$ cat src/rtl/cmem_pkg.sv
// Shared constants and types for the cmem coefficient memory and its loader.
package cmem_pkg;

  localparam int CMEM_DW   = 16;
  localparam int CMEM_AW   = 6;
  localparam int CMEM_NBLK = 8;
  localparam int CMEM_N    = CMEM_NBLK * (2 ** CMEM_AW);

  // Active-low strobe levels for WEN/CEN
  localparam logic CMEM_ON  = 1'b0;
  localparam logic CMEM_OFF = 1'b1;

  typedef enum logic [1:0] {
    IDLE = 2'd0,
    LOAD = 2'd1,
    DONE = 2'd2
  } cmem_ld_state_t;

endpackage

$ cat src/rtl/cmem_loader.sv
// Write-side sequencer for cmem: turns a valid/ready coefficient stream into
// one registered cmem write per accepted beat, bank-major / address-minor.
module cmem_loader
  import cmem_pkg::*;
#(
  parameter int DW   = CMEM_DW,
  parameter int AW   = CMEM_AW,
  parameter int NBLK = CMEM_NBLK,
  parameter int CW   = 10
) (
  input  logic                     clk,
  input  logic                     rst_n,
  input  logic                     start,
  input  logic                     abort,
  input  logic                     s_valid,
  input  logic [DW-1:0]            s_data,
  output logic                     s_ready,
  output logic [DW-1:0]            D,
  output logic                     WEN,
  output logic                     CEN,
  output logic                     busy,
  output logic                     load_done,
  output logic [$clog2(NBLK)-1:0]  wr_blk,
  output logic [AW-1:0]            wr_addr
);

  localparam int BW = $clog2(NBLK);
  localparam logic [CW-1:0] N_WORDS = CW'(NBLK * (2 ** AW));
  localparam logic [CW-1:0] LAST    = CW'(NBLK * (2 ** AW) - 1);

  cmem_ld_state_t  state_q, state_d;
  logic [CW-1:0]   cnt_q, cnt_d;
  logic [DW-1:0]   d_q, d_d;
  logic            wen_q, wen_d;
  logic            cen_q, cen_d;
  logic            done_q, done_d;
  logic [BW-1:0]   blk_q, blk_d;
  logic [AW-1:0]   addr_q, addr_d;
  logic            accept;

  // Ready depends only on state and count, never on s_valid
  always_comb begin
    s_ready = (state_q == LOAD) && (cnt_q < N_WORDS);
    // abort suppresses the beat offered in the same cycle
    accept  = s_valid && s_ready && !abort;
  end

  // Next-state, counter and write-port logic
  always_comb begin
    state_d = state_q;
    cnt_d   = cnt_q;
    d_d     = d_q;
    wen_d   = CMEM_OFF;
    cen_d   = CMEM_OFF;
    done_d  = done_q;
    blk_d   = blk_q;
    addr_d  = addr_q;
    unique case (state_q)
      IDLE, DONE: begin
        if (start && !abort) begin
          state_d = LOAD;
          cnt_d   = '0;
          done_d  = 1'b0;
        end
      end
      LOAD: begin
        if (abort) begin
          state_d = IDLE;
          cnt_d   = '0;
        end else if (accept) begin
          d_d             = s_data;
          wen_d           = CMEM_ON;
          cen_d           = CMEM_ON;
          {blk_d, addr_d} = cnt_q[CW-2:0];
          cnt_d           = cnt_q + 1'b1;
          if (cnt_q == LAST) begin
            state_d = DONE;
            done_d  = 1'b1;
          end
        end
      end
      default: begin
        state_d = IDLE;
      end
    endcase
  end

  // State and registered cmem write port
  always_ff @(posedge clk or negedge rst_n) begin
    if (!rst_n) begin
      state_q <= IDLE;
      cnt_q   <= '0;
      d_q     <= '0;
      wen_q   <= CMEM_OFF;
      cen_q   <= CMEM_OFF;
      done_q  <= 1'b0;
      blk_q   <= '0;
      addr_q  <= '0;
    end else begin
      state_q <= state_d;
      cnt_q   <= cnt_d;
      d_q     <= d_d;
      wen_q   <= wen_d;
      cen_q   <= cen_d;
      done_q  <= done_d;
      blk_q   <= blk_d;
      addr_q  <= addr_d;
    end
  end

  assign D         = d_q;
  assign WEN       = wen_q;
  assign CEN       = cen_q;
  assign busy      = (state_q == LOAD);
  assign load_done = done_q;
  assign wr_blk    = blk_q;
  assign wr_addr   = addr_q;

endmodule

$ cat config.mk
export PLATFORM = sky130hd
export DESIGN_NAME = cmem_loader
export DESIGN_NICKNAME = d
export VERILOG_FILES = /design/src/rtl/cmem_pkg.sv /design/src/rtl/cmem_loader.sv
export SDC_FILE = /design/constraint.sdc
export NUM_CORES = 1
export LEC_CHECK = 0
export CELL_PAD_IN_SITES_DETAIL_PLACEMENT = 1
export CELL_PAD_IN_SITES_GLOBAL_PLACEMENT = 1
export CORE_ASPECT_RATIO = 0.6
export CORE_MARGIN = 2
export CORE_UTILIZATION = 37
export DETAILED_ROUTE_END_ITERATION = 16
export PLACE_DENSITY = 0.82
export SLEW_MARGIN = 20
export SYNTH_ARGS = -nofsm -noshare
export SYNTH_HDL_FRONTEND = slang
export SYNTH_SLANG_ARGS = --single-unit
$ cat constraint.sdc
create_clock -name clk -period 2.4 [get_ports clk]
set_input_delay 0.48 -clock clk [delete_from_list [all_inputs] [get_ports clk]]
set_output_delay 0.48 -clock clk [all_outputs]
set_load 0.01 [all_outputs]
# == After elaboration in Yosys (flattened, before gate mapping) ==
# Index checks and enable logic that the tools add are counted.
# classes
n_addsub,1
order_cmp,1
n_eq_ne,9
n_mux,17
bitwise_logic,1
n_reduce_logical,12
# op_table
cell,count
$mux W10,3
$pmux W10 S2,1
$add A10 B1 Y10 const B,1
$eq A10 B9 Y1 const B,1
$lt A10 B10 Y1 const B,1
$reduce_and A3 Y1,3
$mux W2,4
$mux W1,7
$ne A3 B2 Y1 const B,2
$reduce_and A5 Y1,1
$logic_and A1 B1 Y1,4
$ne A2 B1 Y1 const B,2
$ne A2 B2 Y1 const B,2
$pmux W2 S2,1
$eq A2 B1 Y1 const B,1
$eq A2 B2 Y1 const B,1
$logic_not A2 Y1,1
$pmux W1 S2,1
$reduce_bool A2 Y1,1
$reduce_or A2 Y1,1
$logic_not A1 Y1,1
$not A1 Y1,1
# word_totals
ff_bits,39
output_inout_bits,30

# == Longest topological paths before layout ==
# Gate-level depths: netlist (run 1).
# logic_depth
depth_word,7
depth_mapped,6
mapped_depth_nobuf,5

# == Least setup slack after synthesis (run 1) ==
# OpenSTA, ideal clock, no wires.
# synth_timing
path_type,register -> register
from,register state_q[1]
to,"register d_q[0], in the netlist D[0]"
setup_ns,0.125
arrival_time_ns,1.609
required_ns,2.275
setup_slack_ns,0.666
stages_incl_launch_ff,6
path_buffers,2
synth_period_minus_slack_ns,1.734
cell_sequence,dfrtp_1 -> nand2b_4 -> or4b_4 -> buf_6 -> buf_6 -> mux2_4
# synth_via
elab_chain_cells,5
# synth_lines
item,line,text
"start, declared",cmem_loader.sv:31,"cmem_ld_state_t state_q, state_d;"
"start signal, assigned",cmem_loader.sv:100,state_q <= state_d;
$eq A2 B1 Y1 *,"cmem_loader.sv:43, cmem_loader.sv:58",
$logic_and A1 B1 Y1,cmem_loader.sv:43,s_ready = (state_q == LOAD) && (cnt_q < N_WORDS);
$logic_and A1 B1 Y1 (2 in a row),cmem_loader.sv:45,accept = s_valid && s_ready && !abort;
$reduce_and A3 Y1 (no source line) *,n/a,
"end signal, assigned",cmem_loader.sv:93,d_q <= '0;
"end signal, assigned",cmem_loader.sv:102,d_q <= d_d;
"end, declared",cmem_loader.sv:33,"logic [DW-1:0] d_q, d_d;"
# Every way passes the cells marked *; elsewhere a longest branch is shown, timed or not.
# A chain may end at the register's enable or synchronous reset.

# == Worst setup path in the final report (run 1) ==
# layout_timing
from,input abort
to,register cnt_q[8]
# layout_via
elab_chain_cells,4
elab_cells_between_ends,8
cone_classes,eq/ne (2); mux (2); reduce/logical (4)
# layout_lines
item,line,text
"start, declared",cmem_loader.sv:14,"input logic abort,"
$logic_not A1 Y1,"cmem_loader.sv:45, cmem_loader.sv:60",
"$logic_and A1 B1 Y1, on equally long branches","cmem_loader.sv:45, cmem_loader.sv:60",
$ne A3 B2 Y1 (no source line) / $ne A2 B2 Y1 (equally long branches),n/a,
$reduce_and A3 Y1 (no source line),n/a,
"end signal, assigned",cmem_loader.sv:101,cnt_q <= cnt_d;
"end, declared",cmem_loader.sv:32,"logic [CW-1:0] cnt_q, cnt_d;"
# Parallel ways exist; a longest one is shown, timed or not.

==> flow_metrics.py, run 1 <==
metrics = {
    "synthesis": {
        "yosysWarnings": 0,
        "synthTopCellsByArea": "dfrtp_1 (55%), mux2_2 (12%), mux2_4 (6.1%), a2111o_1 (2.6%), nand2_1 (2.4%)",
        "synthCells": 131,
        "synth_top_area_share_pct": 55.0,
        "yosysTopAreaCell": "dfrtp_1",
        "synth_seq_cells": 39,
        "synth_area_um2": 1730,
        "synthFlopType": "dfrtp_1",
        "synth_edf_count": 0,
        "syn_avg_cell_area_um2": 13.2,
        "synth_nets": 153,
        "synthDistinctLibCells": 33,
        "yosysSeqAreaShare_pct": 56.5,
        "async_flop_share_pct": 100,
    },
    "place": {
        "placed_cells": 239,
        "dp_hpwl_mm": 2.85,
        "gp_congestion": 0.816,
        "portBuffers": 50,
    },
    "route": {
        "wl_per_cell_um": 16.0,
        "drt_iter0_drc": 51,
        "via_per_inst": 5.00,
        "drt_wl_total_mm": 3.95,
        "vias": 1234,
        "firstDrtPassIters": 5,
        "remaining_drc_errors": 0,
        "ant_nets": 0,
    },
    "die": {
        "initial_utilization_pct": 38.1,
        "dieArea_um2": 5260,
        "coreArea_um2": 4540,
        "die_h_um": 57.0,
        "die_w_um": 92.3,
        "io_pins": 51,
        "rows": 19,
    },
    "cts": {
        "cts_setup_buffers": 0,
        "clk_path_buf_depth": 2,
        "cts-resized-gates": 0,
        "cts-root-buf": "clkbuf_8",
        "cts_hold_buf": 0,
        "clock_latency_ns": 0.30,
        "numClockSinks": 39,
        "clkTransAtPathRegs_ns": 0.08,
        "cts_htree_levels": 2,
        "cts_buffers": 5,
        "cts_tree": "done",
    },
    "sta": {
        "finalSetupViolCount": 0,
        "finalHoldViolCount": 0,
        "maxSlewHeadroom_pct": 40.9,
        "fin_crit_sh_pct": 83.9,
        "rsz0062_at_grt": "no",
        "tightest_slew_ns": 0.886,
        "fin_crit_ns": 2.01,
        "fmax_mhz": 496,
        "setup_tns_ns": 0,
        "maxSlewViolCount": 0,
        "clock_skew_ns": 0.00564,
    },
    "worst_setup_path": {
        "setup.worst_path.end_class": "register",
        "worstPathCellList": "clkdlybuf4s50_1, or3b_2, a211oi_1, mux2i_1",
        "path_class": "input pin to register",
        "slowest_stage": "or3b_2",
        "r2r_cells": 4,
        "r2r_slack_ns": 0.56,
        "slowest_delay_ns": 0.68,
        "r2r_start": "state_q[1]",
        "worst_ep_required_time_ns": 2.62,
        "cp.arrival_ns": 2.23,
        "cp_max_fo": 19,
        "startpoint_type": "input pin",
        "r2r-end": "D[0]",
    },
    "finish": {
        "ff_latch_area_um2": 977,
        "stdcell_count": 247,
        "drive_gt1_share_pct": 22.8,
        "diodes": 0,
        "multi_input_area_um2": 691,
        "fillers": 476,
        "final_nets": 205,
        "area_growth_pct": 36.7,
    },
    "pwr": {
        "ir_worst_vdd_mv": 0.438,
        "p_leak_uw": 0.00104,
        "power_density_nw_per_um2": 748,
    },
    "global_route": {
        "antenna_found_initial": 0,
        "grt_pass1_wl_mm": 6.75,
        "track_usage_pct": 17.1,
        "grt_max_degree": 40,
        "grt_overflow": 0,
        "grt_pass1_vias": 1366,
    },
    "worst_hold_path": {
        "min_path_type": "input pin to asynchronous set/reset pin",
    },
    "run_status": {
        "outcome": "finished clean",
    },
    "flow_run": {
        "cap_violations": 0,
    },
}
[sequential cells by signal, indices dropped and copies added, names as in the netlist]
signal     count
wr_addr        6
cnt_q         10
D             16
load_done      1
wr_blk         3
state_q        2
CEN            1
[through the flow]
stage	hold WS [ns]	area, µm²	util (%)	total power [µW]	setup WS (ns)
floorplan	0.184	1730	-	1040	0.666
finish	0.301	2360	52.1	1770	0.386
detailed placement	0.475	2280	50.1	1340	0.0857
CTS	0.324	2360	52.1	1800	0.367
global placement	0.464	2280	50.1	1320	0.143
global route	0.354	2360	52.1	1870	0.272
[cell type report]
class	count	share of cell area [%]
tap	63	3.33
multi-input combinational	81	29.2
sequential	39	41.3
timing repair buffer	53	21.9
clock buffer	5	2.91
clock inverter	3	0.847
inverter	3	0.476
[cells in the mapped netlist, types with 2 or more instances]
| cell | n |
|---|---|
| nand2_1 | 11 |
| mux2i_1 | 3 |
| nand2b_1 | 3 |
| a2111o_1 | 4 |
| mux2_4 | 7 |
| a21oi_1 | 2 |
| o21ai_0 | 6 |
| o2111ai_1 | 2 |
| mux2_2 | 18 |
| nand3_1 | 6 |
| buf_6 | 2 |
| a211oi_1 | 4 |
| dfrtp_1 | 38 |
| inv_1 | 3 |
| clkbuf_1 | 3 |
| buf_2 | 2 |
[layout by cell type (no fill, tap or decap), drive strengths merged, types with 2 or more instances in the layout]
cell type	instances
mux2i	3
a211oi	4
o2111ai	2
a21oi	2
inv	3
nand2b	4
a2111o	4
clkdlybuf4s50	49
nand3	6
nand2	11
o21ai	6
mux2	25
clkinvlp	2
clkbuf	5
dfrtp	38
buf	4
[worst max-delay path, delay by kind of cell]
family	cells	cell delay (ns)
compound gates	1	0.33
buf+inv	1	0.50
mux	1	0.24
simple gates	1	0.68
[worst max path at each step]
| stage | cells after the start | end | start |
|---|---|---|---|
| 2_1_floorplan | 5 | D[0] | state_q[1] |
| 3_3_place_gp | 4 | D[0] | abort |
| 3_5_place_dp | 4 | cnt_q[8] | abort |
| 4_1_cts | 4 | cnt_q[8] | abort |
| 5_1_grt | 4 | cnt_q[8] | abort |
| 6_report | 4 | cnt_q[8] | abort |
[cells by family after synthesis]
group	synth area share (%)
AO/OA/AOI/OAI	9.55
adder cells (fa/ha/maj)	0.723
buffers and inverters	3.62
flip-flops	56.5
multiplexers	19.5
AND/OR/NAND/NOR	10.1
[power by group]
group	switching (µW)	internal, µW	total [µW]
Sequential	62.6	763	826
Clock	243	202	445
Combinational	188	310	498
[per-layer routing]
metal / vias to the layer above / track usage, % / wire [µm]
li1: 572 / - / -
met1: 606 / 22.1 / 1820
met2: 46 / 25.2 / 1730
met3: 10 / 8.98 / 339
met4: 0 / 4.90 / 67
met5: - / 0 / 0
Power figures use the tool's default switching activity.
==> run 2: changes to the inputs <==
--- a/config.mk
+++ b/config.mk
@@ -9,9 +9,9 @@
 export CELL_PAD_IN_SITES_GLOBAL_PLACEMENT = 1
 export CORE_ASPECT_RATIO = 0.6
 export CORE_MARGIN = 2
-export CORE_UTILIZATION = 37
+export CORE_UTILIZATION = 33
 export DETAILED_ROUTE_END_ITERATION = 16
-export PLACE_DENSITY = 0.82
+export PLACE_DENSITY = 0.78
 export SLEW_MARGIN = 20
 export SYNTH_ARGS = -nofsm -noshare
 export SYNTH_HDL_FRONTEND = slang
==> constraint.sdc (replaced) <==
create_clock -name clk -period 1.8 [get_ports clk]
set_input_delay 0.36 -clock clk [delete_from_list [all_inputs] [get_ports clk]]
set_output_delay 0.36 -clock clk [all_outputs]
set_load 0.01 [all_outputs]
==> run 2 against run 1 <==
- via count up 1.6%
- die area increased by 11%
- non-clock buffer count is 7 higher
- largest power group unchanged
- clock power increased by 70%
- count of clock-buffer cells in the layout grew 1
- first-iteration DRC count shrank 14%
==> flow_metrics.py, run 2 (synthesized netlist as in run 1, its figures left out) <==
metrics = {
    "finish": {
        "ff_latch_area_um2": 977,
        "final_nets": 212,
        "drive_gt1_share_pct": 25.7,
        "multi_input_area_um2": 699,
        "fillers": 551,
        "area_growth_pct": 42.8,
        "diodes": 0,
        "layout_common_cells": "clkdlybuf4s50_1 (46), dfrtp_1 (38), mux2_2 (18)",
        "layout_commonest_cell": "clkdlybuf4s50_1",
        "largest_register_ffs": 16,
    },
    "cts": {
        "numClockSinks": 39,
        "clkTransAtPathRegs_ns": 0.08,
        "cts_hold_buf": 0,
        "cts-root-buf": "clkbuf_8",
        "clk_path_buf_depth": 2,
        "cts_tree": "done",
        "cts_htree_levels": 2,
        "clock_latency_ns": 0.29,
        "cts_buffers": 5,
    },
    "route": {
        "firstDrtPassIters": 4,
        "wl_per_cell_um": 16.3,
        "remaining_drc_errors": 0,
        "drt_wl_total_mm": 4.19,
        "vias": 1254,
        "via_per_inst": 4.88,
        "drt_iter0_drc": 44,
        "ant_nets": 0,
    },
    "sta": {
        "clock_skew_ns": 0.00405,
        "fin_hold_ws_ns": 0.0657,
        "tightest_slew_ns": 0.591,
        "finalHoldViolCount": 0,
        "rsz0062_at_grt": "no",
        "finalSetupViolCount": 0,
        "maxSlewViolCount": 0,
        "maxSlewHeadroom_pct": 60.6,
        "setup_tns_ns": 0,
        "fin_crit_sh_pct": 95.7,
        "fmax_mhz": 580,
        "fin_crit_ns": 1.72,
    },
    "global_route": {
        "grt_busiest_layer": "met2",
        "grt_pass1_vias": 1418,
        "track_usage_pct": 15.8,
        "grt_use_met1_pct": 19.5,
        "grt_pass1_wl_mm": 7.09,
        "use_met2_pct": 25.4,
        "grt_overflow": 0,
        "grtUsageMet3_pct": 6.20,
        "antenna_found_initial": 0,
        "grt_max_degree": 29,
    },
    "worst_setup_path": {
        "setup.worst_path.end_class": "register",
        "worst_ep_required_time_ns": 1.98,
        "r2r_start": "state_q[1]",
        "r2r_cells": 4,
        "cp.arrival_ns": 1.91,
        "r2r_slack_ns": 0.08,
        "cp_max_fo": 28,
        "path_class": "register to register",
        "startpoint_type": "register",
        "r2r-end": "D[2]",
    },
    "flow_run": {
        "cap_violations": 0,
    },
    "worst_hold_path": {
        "min_path_type": "input pin to asynchronous set/reset pin",
    },
    "pwr": {
        "p_total_uw": 2530,
        "power_density_nw_per_um2": 1030,
        "p_leak_uw": 0.00113,
        "ir_worst_vdd_mv": 0.399,
    },
    "die": {
        "initial_utilization_pct": 34.2,
        "dieArea_um2": 5860,
        "rows": 20,
        "io_pins": 51,
        "die_w_um": 97.5,
        "coreArea_um2": 5050,
        "die_h_um": 60.1,
    },
    "place": {
        "dp_hpwl_mm": 3.06,
        "gp_congestion": 0.783,
        "portBuffers": 50,
    },
    "run_status": {
        "outcome": "finished clean",
    },
}
## run 2: changes by cell type in the layout (fill, tap and decap cells not counted), moves of 2 or more
cell,previous run,this run
dlygate4sd2_1,0,2
clkdlybuf4s50_1,49,46
buf_4,3,9
clkinvlp_4,2,0
## run 2: report_power, final
group          total (µW)  internal [µW]  switching [µW]
clock network         756            448             308
registers            1110           1020            87.2
logic                 673            425             248
total                2530           1890             642
## run 2: repair_timing
item                       CTS  global route
buffers inserted             0             0
pin swaps                    0             1
setup endpoints to repair    4             3
resized for setup            3             2
hold endpoints to repair     0             0
## run 2: worst max path at each step
stage | startpoint | endpoint | slack [ns] | cells past startpoint
4_1_cts | abort | D[3] | 0.03 | 4
3_5_place_dp | abort | cnt_q[5] | -0.34 | 4
6_report | state_q[1] | D[2] | 0.08 | 4
3_3_place_gp | abort | cnt_q[4] | -0.24 | 5
2_1_floorplan | state_q[1] | D[0] | 0.07 | 5
5_1_grt | state_q[1] | D[0] | 0.02 | 4
## run 2: metrics by stage
| stage | std cells | utilization (%) | worst slack (ns) | cell area, µm² |
|---|---|---|---|---|
| 3_3_place_gp | 249 | 46.4 | -0.239 | 2340 |
| 5_1_grt | 257 | 48.9 | 0.0245 | 2470 |
| 2_1_floorplan | 131 | - | 0.0659 | 1730 |
| 6_report | 257 | 48.9 | 0.0772 | 2470 |
| 4_1_cts | 257 | 48.7 | 0.0344 | 2460 |
| 3_5_place_dp | 249 | 46.4 | -0.338 | 2340 |
## run 2: cell type report
cell class                      instances  area share (%)
Sequential cell                        39            39.5
Multi-Input combinational cell         81            28.3
Timing Repair Buffer                   60            23.6
Clock buffer                            6            3.34
Tap cell                               66            3.34
Clock inverter                          2            1.42
Inverter                                3           0.456
## run 2: metal layers
| metal | part of all wire, % | wire [µm] |
|---|---|---|
| met4 | 1.1 | 47 |
| met3 | 6.9 | 290 |
| met5 | 0 | 0 |
| met1 | 46 | 1920 |
| met2 | 46 | 1930 |
## run 2: worst max-delay path: stages (launching register included)
cell and delay (ns):
dfrtp_1 0.41, nand2b_4 0.17, or4b_4 0.52, buf_12 0.19, mux2_4 0.31
